**config.mk**
```make
export PLATFORM = sky130hd
export DESIGN_NAME = sync_fifo
export DESIGN_NICKNAME = d
export VERILOG_FILES = /design/src/rtl/sync_fifo.sv
export SDC_FILE = /design/constraint.sdc
export NUM_CORES = 1
export LEC_CHECK = 0
export ABC_CLOCK_PERIOD_IN_PS = 4700
export CAP_MARGIN = 15
export CORE_MARGIN = 4
export CORE_UTILIZATION = 55
export DETAILED_ROUTE_END_ITERATION = 10
export GPL_TIMING_DRIVEN = 0
export MAX_ROUTING_LAYER = met4
export PLACE_DENSITY = 0.81
export SYNTH_ARGS = -nofsm -noshare
export SYNTH_HDL_FRONTEND = slang
export SYNTH_SLANG_ARGS = --single-unit
```
**constraint.sdc**
```tcl
create_clock -name clk -period 4.7 [get_ports clk]
set_clock_uncertainty 0.15 [all_clocks]
set_input_delay 0.47 -clock clk [delete_from_list [all_inputs] [get_ports clk]]
set_output_delay 0.47 -clock clk [all_outputs]
set_load 0.03 [all_outputs]
```
**src/rtl/sync_fifo.sv**
```systemverilog
// sync_fifo: single-clock FIFO with wrap-bit pointers, registered read data and level flags.
// Define SYNC_FIFO_ERR_FLAG_EN to add sticky flag_overflow / flag_underflow outputs.
module sync_fifo #(
  parameter int FIFO_WIDTH      = 8,
  parameter int FIFO_DEPTH      = 16,
  parameter int FIFO_DEPTH_BIT  = 4,
  parameter int ALMOST_FULL_TH  = 14,
  parameter int ALMOST_EMPTY_TH = 2
) (
  input  logic                    clk,
  input  logic                    rst_n,
  input  logic                    w_en,
  input  logic [FIFO_WIDTH-1:0]   data_write,
  input  logic                    r_en,
  output logic [FIFO_WIDTH-1:0]   data_read,
  output logic                    data_valid,
  output logic                    flag_full,
  output logic                    flag_empty,
  output logic                    flag_almost_full,
  output logic                    flag_almost_empty,
`ifdef SYNC_FIFO_ERR_FLAG_EN
  output logic                    flag_overflow,
  output logic                    flag_underflow,
`endif
  output logic [FIFO_DEPTH_BIT:0] fifo_count
);
  localparam logic [FIFO_DEPTH_BIT:0] AF_TH = ALMOST_FULL_TH[FIFO_DEPTH_BIT:0];
  localparam logic [FIFO_DEPTH_BIT:0] AE_TH = ALMOST_EMPTY_TH[FIFO_DEPTH_BIT:0];
  logic [FIFO_DEPTH_BIT:0] wr_ptr, rd_ptr;
  logic [FIFO_WIDTH-1:0]   mem [FIFO_DEPTH];
  logic                    wr_acc, rd_acc;
  // Pointer difference modulo 2*FIFO_DEPTH is the exact fill level 0..FIFO_DEPTH.
  assign fifo_count        = wr_ptr - rd_ptr;
  assign flag_empty        = wr_ptr == rd_ptr;
  assign flag_full         = (wr_ptr[FIFO_DEPTH_BIT-1:0] == rd_ptr[FIFO_DEPTH_BIT-1:0]) &&
                             (wr_ptr[FIFO_DEPTH_BIT] != rd_ptr[FIFO_DEPTH_BIT]);
  assign flag_almost_full  = fifo_count >= AF_TH;
  assign flag_almost_empty = fifo_count <= AE_TH;
  assign wr_acc            = w_en && !flag_full;
  assign rd_acc            = r_en && !flag_empty;
  always_ff @(posedge clk or negedge rst_n) begin
    if (!rst_n) begin
      wr_ptr     <= '0;
      rd_ptr     <= '0;
      data_read  <= '0;
      data_valid <= 1'b0;
    end else begin
      if (wr_acc) wr_ptr <= wr_ptr + 1'b1;
      if (rd_acc) begin
        rd_ptr    <= rd_ptr + 1'b1;
        data_read <= mem[rd_ptr[FIFO_DEPTH_BIT-1:0]];
      end
      data_valid <= rd_acc;
    end
  end
  // Storage is deliberately left unreset; empty pointers keep stale words unreachable.
  always_ff @(posedge clk) begin
    if (wr_acc) mem[wr_ptr[FIFO_DEPTH_BIT-1:0]] <= data_write;
  end
`ifdef SYNC_FIFO_ERR_FLAG_EN
  always_ff @(posedge clk or negedge rst_n) begin
    if (!rst_n) begin
      flag_overflow  <= 1'b0;
      flag_underflow <= 1'b0;
    end else begin
      if (w_en && flag_full) flag_overflow <= 1'b1;
      if (r_en && flag_empty) flag_underflow <= 1'b1;
    end
  end
`endif
endmodule

```
==> impl_metrics.tcl <==
set metrics [dict create \
    worst-setup-path-type "reg2out" \
    drt-vias-per-instance 6.148 \
    gp_congestion 0.8739 \
    internal_power_uw 3301 \
    hold_violations 0 \
    post-dp-hpwl_mm 8.212 \
    p_comb_share_pct 39.5 \
    worst_pin_slew_ns 0.9441 \
    path_clk_slew_ns 0.06 \
    max_freq_mhz 242.1 \
    final_nets 434 \
    drcViolationCount 0 \
    syn_nets 382 \
    cts_max_level 4 \
    grt_max_degree 20 \
    drt_wl_total_mm 12.71 \
    via_count 3449 \
    grt-ovfl-total 0 \
    synth_edf_count 128 \
    drive_gt1_share_pct 15.06 \
    synth_seq_cells 147 \
    pin_count 30 \
    firstDrtPassIters 6 \
    area_growth_pct 18.87 \
    p_clk_share_pct 26.6 \
    power_density_mw_per_mm2 712.2 \
    power_frac_seq_pct 33.8 \
    fillers 677 \
    yosys_warnings 0 \
    slew_headroom_pct 36.86 \
    worst_setup_path_end_kind "primary output" \
    rsz0062_at_grt "false" \
    synth.area.top_cells "edfxtp_1 64%, mux2i_1 8.0%, dfrtp_1 7.9%" \
    die_x_um 112.6 \
    avgSynthCellArea_um2 16.71 \
    min_period_ns 4.130 \
    fp-row-count 37 \
    cts-root-buf "clkbuf_8" \
    grt_pass1_wl_mm 19.74 \
    port_buffers 29 \
    clk_path_buf_depth 2 \
    fin_hold_ws_ns 0.3085 \
    cp_max_fo 10 \
    p_sw_uw 1791 \
    fin_setup_tns_ns 0 \
    syn_inst 360 \
    switching_share_pct 35.17 \
    cap_violations 0 \
    yosysUniqueCellTypes 38 \
    grt_usage_pct 21.96 \
    seqCellArea_mm2 0.004319 \
    grt_pass1_vias 3419 \
    design.core.area_mm2 0.01051 \
    worstPathRequired_ns 4.08 \
    async_reset_ff_share_pct 12.93 \
    yosysSeqAreaShare_pct 71.81 \
    clock_sinks 147 \
    cts_tree "yes" \
    hold_buffers 0 \
    dieArea_mm2 0.01267 \
    synth_top_area_share_pct 63.91 \
    ir_drop_uv 791.2 \
    slew_viol_final 0 \
    die_h_um 112.6 \
    multi_input_area_mm2 0.001556 \
    cts_setup_buffers 0 \
    hold_path.class "in2async" \
    critical_path_arrival_ns 3.51 \
    antenna_found_initial 0 \
    status "complete, no violations" \
    ant_nets 0 \
    finalSetupViolCount 0 \
    cts_buffers 17 \
    syn-cell-area_mm2 0.006015 \
    cts_resized 0 \
    fin_crit_sh_pct 87.88 \
    synth_top_cell_by_area "edfxtp_1" \
    wl_per_cell_um 22.65 \
    cp-start-kind "register" \
    power_leakage_uw 0.002571 \
    power_uw 5092 \
    clock_latency_ns 0.54 \
    diodes 0 \
    start_util_pct 57.23 \
    synthFlopType "edfxtp_1" \
    drt-initial-drc-count 306 \
]
[state kept, by name (all words and copies together) (netlist names)]
name / cells
mem: 128
data_read: 8
rd_ptr: 5
wr_ptr: 5
data_valid: 1
[Yosys cell counts, types with 8 or more instances]
library cell and count:
a31oi_1 8, o21ai_1 11, mux2i_1 48, o22ai_1 16, ha_1 9, edfxtp_1 128, a221oi_1 8, nor2_1 23
xnor2_1 8, dfrtp_1 19, and3_1 8, mux4_2 8, inv_1 12
[through the flow]
stage	setup WS (ns)	cell area, µm²	util, %	std cells
2_1_floorplan	1.374	6015	-	360
3_3_place_gp	1.093	6475	61.61	525
3_5_place_dp	1.126	6530	62.14	529
4_1_cts	0.5529	7149	68.03	561
5_1_grt	0.4490	7149	68.03	561
6_report	0.5696	7149	68.03	561
[metal layers]
metal | vias to the layer above | GRT usage (%) | wire, µm
met5 | - | - | 0
met4 | 0 | 9.295 | 395
met3 | 34 | 6.577 | 1074
met2 | 179 | 32.90 | 6173
met1 | 1713 | 28.10 | 5064
li1 | 1523 | - | -
[kinds of logic after synthesis]
logic type | share of synthesized area [%]
fa+ha+maj | 2.205
buf+inv | 2.725
flops | 71.81
simple gates | 4.681
mux | 10.98
xor+xnor | 1.872
compound gates | 5.721
[power groups by stage]
stage / Combinational (µW) / Sequential, µW / Clock [µW]
after floorplan: 1290 / 1790 / 0
final: 2010 / 1720 / 1360
after detailed placement: 2010 / 1750 / 0
after CTS: 2020 / 1720 / 1360
after global routing: 2160 / 1740 / 1420
after global placement: 1930 / 1730 / 0
[cell type report]
| type | instances | area share, % |
|---|---|---|
| buffer | 17 | 1.663 |
| clock buffer | 27 | 7.893 |
| clock inverter | 5 | 0.7700 |
| inverter | 12 | 0.6300 |
| multi-input combinational | 184 | 21.77 |
| sequential | 147 | 60.41 |
| tap | 136 | 2.380 |
| timing repair buffer | 33 | 4.480 |
[final timing paths]
kind	startpoint	end	slack, ns	cells past startpoint
min in group clk	data_read[1]$_DFFE_PN0P_	data_read[1]$_DFFE_PN0P_	0.40	2
max	rd_ptr[1]$_DFFE_PN0P_	flag_almost_empty	0.57	9
min	rst_n	rd_ptr[0]$_DFFE_PN0P_	0.31	1
min reg2reg	data_read[1]$_DFFE_PN0P_	data_read[1]$_DFFE_PN0P_	0.40	2
max in group asynchronous	rst_n	data_read[7]$_DFFE_PN0P_	3.51	1
max reg2reg	rd_ptr[3]$_DFFE_PN0P_	mem[14][7]$_DFFE_PP_	1.45	8
[critical path, stage by stage (launching register included)]
cell	delay, ns
dfrtp_1	0.35
buf_4	0.19
buf_2	0.33
inv_1	0.17
ha_1	0.33
nor2b_1	0.14
o21a_1	0.17
or3_1	0.34
a211oi_1	0.24
clkdlybuf4s50_1	0.71
[cells in the final DEF, fill, tap and decap left out, types with 3 or more instances in the layout]
master,n
ha_1,9
xor2_1,3
edfxtp_1,128
nor4_2,4
buf_6,5
and3_1,8
nand4_1,5
o22ai_1,16
clkdlybuf4s50_1,29
inv_1,12
clkbuf_16,18
xnor2_1,8
a221oi_1,8
clkbuf_1,4
nand2_1,4
clkbuf_8,8
o21a_1,3
buf_2,5
buf_4,7
o21ai_1,11
mux2i_1,48
a31oi_1,8
mux4_2,8
nor2_1,23
dfrtp_1,19
No activity file was read; power rests on OpenSTA's default activity.
==> edit 1: new RTL, config.mk and constraints unchanged <==
The option `SYNC_FIFO_ERR_FLAG_EN` is turned on by a define.
--- a/src/rtl/sync_fifo.sv
+++ b/src/rtl/sync_fifo.sv
@@ -1,5 +1,7 @@
 // sync_fifo: single-clock FIFO with wrap-bit pointers, registered read data and level flags.
 // Define SYNC_FIFO_ERR_FLAG_EN to add sticky flag_overflow / flag_underflow outputs.
+`define SYNC_FIFO_ERR_FLAG_EN
+
 module sync_fifo #(
   parameter int FIFO_WIDTH      = 8,
   parameter int FIFO_DEPTH      = 16,
Function (old outputs only; new: flag_overflow and flag_underflow): kept (Yosys induction, for registers that start in step).
==> edit 1 against the original RTL <==
- sequential cell count rose by 2
- cell area rose by 1.4%
- die area rose by 1.2%
- total power rose by 3.6%
- worst hold slack improved by 0.0033 ns
- setup slack improved by 0.017 ns
- routed wire length rose by 1.3%
- synthesized area rose by 1.3%
- non-clock buffer count fell by 2
- highest routed layer unchanged
==> edit 1: results (changes against the original RTL) <==
{| class="wikitable"
! Metric !! Value
|-
| Static Leak || 2.62 nW (+1.9%)
|-
| Final-layout clock-cell area share || 9.27% (+0.61 points)
|-
| First-pass GRT wire length || 19.7 mm (-0.24%)
|-
| Buffer count excluding the clock tree in the final layout || 48 (-4.0%)
|-
| Multi-input comb cells || 187 (+1.6%)
|-
| Worst-case register-to-register setup slack || 1.59 ns (+0.14 ns)
|-
| Area of the multi-input gates || 1580 µm² (+1.3%)
|-
| Buffers added on ports || 31 (+6.9%)
|-
| Half-perimeter wire length of the detailed placement result || 8.15 mm (-0.81%)
|-
| Sum of routed wire length over all layers || 12.9 mm (+1.3%)
|-
| Min-delay worst type || reg2reg
|-
| Critical path data arrival time || 3.49 ns (-0.02 ns)
|-
| Fillers || 733 (+8.3%)
|-
| Number of clock buffer instances in the layout || 24 (-11%)
|-
| CTS sink cnt || 149 (+1.4%)
|-
| Number of distinct library cell variants in the gate-level netlist after synthesis || 40 (+5.3%)
|-
| Number of design-rule violations left by the first detailed-router iteration || 302 (-1.3%)
|-
| Overall via count from detail_route || 3444 (-0.14%)
|-
| Share of flip-flops with an asynchronous set or reset after synthesis || 14.1% (+1.2 points)
|-
| Seq. cell area || 4370 µm² (+1.2%)
|-
| Status || completed
|-
| Proportion of synthesized chip area in sequential cells || 71.7% (-0.078 points)
|-
| Final non-clock buffer share || 5.92% (-0.22 points)
|-
| Largest cells by area after synthesis || edfxtp_1, dfrtp_1, mux2i_1, mux4_2, ha_1
|-
| Global router's overall resource usage || 21.9% (-0.052 points)
|-
| Share of final-layout standard cells stronger than drive strength 1 || 13.5% (-1.6 points)
|-
| Number of signal-net inverters in the final layout || 7 (-5)
|}
-- edit 1: cell families (layout without fill, tap and decap cells) --
family,after synthesis,count (layout),share of synthesized area [%]
simple gates,55,55,5.05
flops,149,149,71.7
xor+xnor,12,12,1.85
buf+inv,24,87,2.38
mux,56,56,10.8
fa+ha+maj,10,10,2.18
compound gates,54,54,5.96
-- edit 1: layer usage --
layer | track usage, % | vias up | wire length [µm] | part of all wire (%)
li1 | - | 1522 | - | -
met1 | 28.7 | 1733 | 5420 | 42
met2 | 33.4 | 166 | 6290 | 49
met3 | 4.97 | 23 | 871 | 6.8
met4 | 9.21 | 0 | 289 | 2.2
met5 | - | - | 0 | 0
-- edit 1: worst paths after layout --
| check | from | to | cells past startpoint |
|---|---|---|---|
| worst max register to register | rd_ptr[3] | mem[15][5] | 7 |
| max in group asynchronous | rst_n | wr_ptr[0] | 1 |
| worst min register to register | flag_overflow | flag_overflow | 1 |
| worst min-delay path | flag_overflow | flag_overflow | 1 |
| min in group asynchronous | rst_n | rd_ptr[0] | 1 |
| worst max-delay path | rd_ptr[1] | flag_almost_empty | 9 |
-- edit 1: stage by stage --
stage | instance area [µm²] | power (mW) | cells | setup slack [ns] | util, %
2_1_floorplan | 6090 | 3.13 | 360 | 1.37 | -
3_3_place_gp | 6580 | 3.74 | 531 | 1.21 | 60.7
3_5_place_dp | 6580 | 3.80 | 531 | 1.15 | 60.7
4_1_cts | 7250 | 5.29 | 563 | 0.568 | 66.9
5_1_grt | 7250 | 5.50 | 563 | 0.433 | 66.9
6_report | 7250 | 5.28 | 563 | 0.587 | 66.9
-- edit 1: report_power, final --
group / switching, mW / internal [mW]
sequential: 0.115 / 1.65
combinational: 1.21 / 0.825
clock: 0.512 / 0.967
==> edit 2: new RTL, same flow settings <==
Made on the original files. Register the outputs `flag_almost_full` and `flag_almost_empty`, cleared by the reset; this adds one clock of latency there. The other outputs are not delayed to match.
--- a/src/rtl/sync_fifo.sv
+++ b/src/rtl/sync_fifo.sv
@@ -34,8 +34,15 @@
   assign flag_empty        = wr_ptr == rd_ptr;
   assign flag_full         = (wr_ptr[FIFO_DEPTH_BIT-1:0] == rd_ptr[FIFO_DEPTH_BIT-1:0]) &&
                              (wr_ptr[FIFO_DEPTH_BIT] != rd_ptr[FIFO_DEPTH_BIT]);
-  assign flag_almost_full  = fifo_count >= AF_TH;
-  assign flag_almost_empty = fifo_count <= AE_TH;
+  always_ff @(posedge clk or negedge rst_n) begin
+    if (!rst_n) begin
+      flag_almost_full  <= '0;
+      flag_almost_empty <= '0;
+    end else begin
+      flag_almost_full  <= fifo_count >= AF_TH;
+      flag_almost_empty <= fifo_count <= AE_TH;
+    end
+  end
   assign wr_acc            = w_en && !flag_full;
   assign rd_acc            = r_en && !flag_empty;
   always_ff @(posedge clk or negedge rst_n) begin
Check against the original RTL: not equivalent (Yosys sat finds a counterexample within 4 cycles, from zero or initial values and one cycle with rst_n low).
==> edit 2 against the original RTL <==
- sequential cell count rose by 2
- sequential share of layout area rose by 0.56 points
- synthesized area rose by 0.83%
- worst hold slack better by 0.037 ns
- cell area grew 0.23%
- setup slack gained 0.17 ns
- routed wire length increased by 3.1%
- combinational power decreased by 4%
- largest power group unchanged
- total power is 1.9% lower
- core utilization decreased by 1.6 points
- register-to-register slack worse by 0.17 ns
==> edit 2: results (changes against the original RTL) <==
{| class="wikitable"
! Metric !! Value
|-
| Post-DRT Antenna Nets || 0 (unchanged)
|-
| Mean routed wirelength per cell || 23.1 µm (+2.0%)
|-
| Nets || 436 (+0.46%)
|-
| Fin util || 66.4% (-1.6 points)
|-
| Proportion of synthesized chip area in sequential cells || 72.0% (+0.23 points)
|-
| Width of the chip || 113 µm (+0.39%)
|-
| First-pass GRT wire length || 20.3 mm (+2.8%)
|-
| Clock transition at the registers of the reported paths || 0.06 ns (about the same)
|-
| Status || completed
|-
| Placement-stage worst setup slack || 1.33 ns (+0.206 ns)
|-
| CTS Root Buffer Type || clkbuf_8
|-
| Critical path data arrival time || 3.34 ns (-0.17 ns)
|-
| Worst Tran Pin Value || 1.00 ns (+0.0556 ns)
|-
| Flip-flop and latch count after synthesis || 149 (+1.4%)
|-
| Count of mapped cells out of synthesis || 362 (+0.56%)
|-
| Global router's overall resource usage || 22.7% (+0.73 points)
|-
| Fillers || 708 (+4.6%)
|-
| Buffers added on ports || 29 (unchanged)
|-
| Critical path fanouts, max || 10 (unchanged)
|-
| Worst-case register-to-register setup slack || 1.28 ns (-0.17 ns)
|-
| Min-delay worst type || in2async
|-
| Highest ir drop seen on vdd || 0.000668 V (-16%)
|-
| Synth Net Count || 384 (+0.52%)
|-
| Final non-clock buffer share || 6.13% (-0.014 points)
|-
| Top cells by count, synth || edfxtp_1, mux2i_1, nor2_1
|-
| Yosys warning total || 0 (unchanged)
|-
| Endpoint of the worst register-to-register path || mem[12][3]
|-
| Number of standard cells in the layout, taps in and fillers out || 567 (+1.1%)
|-
| DRT Pass-1 Iters || 5 (-1)
|-
| Number of H-tree levels || 4 (unchanged)
|-
| Initial antenna violation count || 0 (unchanged)
|-
| Worst-case clock buffer depth || 2 (unchanged)
|-
| Final estimated routing congestion in global placement || 0.871 (-0.39%)
|-
| Share of final-layout standard cells stronger than drive strength 1 || 14.8% (-0.30 points)
|-
| Antenna Cells || 0 (unchanged)
|-
| Number of clock buffer instances in the layout || 19 (-30%)
|-
| Largest cells by area after synthesis || edfxtp_1, dfrtp_1, mux2i_1, mux4_2, ha_1
|-
| Static Leak || 2.55 nW (-0.66%)
|-
| Placed insts || 535 (+1.1%)
|-
| Number of distinct library cell variants in the gate-level netlist after synthesis || 38 (unchanged)
|-
| Hold WS || 0.345 ns (+0.0367 ns)
|-
| Detailed-route vias per instance || 6.09 (-0.94%)
|-
| Half-perimeter wire length of the detailed placement result || 7.95 mm (-3.2%)
|-
| Buffer count excluding the clock tree in the final layout || 50 (unchanged)
|-
| Number of global-route vias before repair || 3516 (+2.8%)
|-
| Launch point of the worst reg-to-reg path || rd_ptr[3]
|-
| Final-layout clock-cell area share || 8.10% (-0.56 points)
|-
| Largest net degree at the start of global routing || 22 (+10%)
|-
| Share of flip-flops with an asynchronous set or reset after synthesis || 14.1% (+1.2 points)
|-
| Number of design-rule violations left by the first detailed-router iteration || 375 (+23%)
|-
| Total cell area at the placement stage || 6590 µm² (+0.84%)
|-
| Multi-input comb cells || 184 (unchanged)
|-
| Seq/total area || 61.0% (+0.56 points)
|}
edit 2: changes by cell type in the layout (fill, tap and decap cells not counted), sizes merged:
| cell | change |
|---|---|
| dfrtp | +2 |
| clkinv | +3 |
| clkinvlp | +5 |
| clkbuf | -8 |
| inv | -2 |
| bufinv | +2 |
edit 2: how the worst max path moves through the flow:
stage | from | to | slack (ns) | depth (start not counted)
2_1_floorplan | rd_ptr[1] | mem[0][0] | 1.93 | 7
3_3_place_gp | rd_ptr[3] | mem[2][0] | 1.11 | 7
3_5_place_dp | rd_ptr[1] | fifo_count[3] | 1.33 | 9
4_1_cts | rd_ptr[1] | fifo_count[3] | 0.74 | 9
5_1_grt | rd_ptr[1] | fifo_count[4] | 0.55 | 8
6_report | rd_ptr[1] | fifo_count[3] | 0.74 | 9
edit 2: layer usage:
layer | global-route usage [%] | wire, µm
met3 | 4.65 | 1180
met2 | 35.0 | 6410
met1 | 29.1 | 5130
met4 | 10.8 | 389
met5 | - | 0
edit 2: cells by family after synthesis:
kind of cell    share of synthesized area [%]
compound gates                           5.67
xor+xnor                                 1.86
fa+ha+maj                                2.19
buf+inv                                  2.70
flops                                    72.0
mux                                      10.9
simple gates                             4.64
edit 2: critical path, cell delays in order (launching register included):
cell and delay (ns):
dfrtp_1 0.36, buf_4 0.20, buf_2 0.35, inv_1 0.16, ha_1 0.33, nor2b_1 0.14
o21a_1 0.17, or3_1 0.34, and2_1 0.17, clkdlybuf4s50_1 0.58
edit 2: report_power, final:
group	leakage, nW	total (mW)	switching, mW	internal, mW
Clock	0.266	1.31	0.504	0.805
Combinational	0.888	1.93	1.16	0.777
Sequential	1.40	1.75	0.107	1.65
Total	2.55	5.00	1.77	3.23
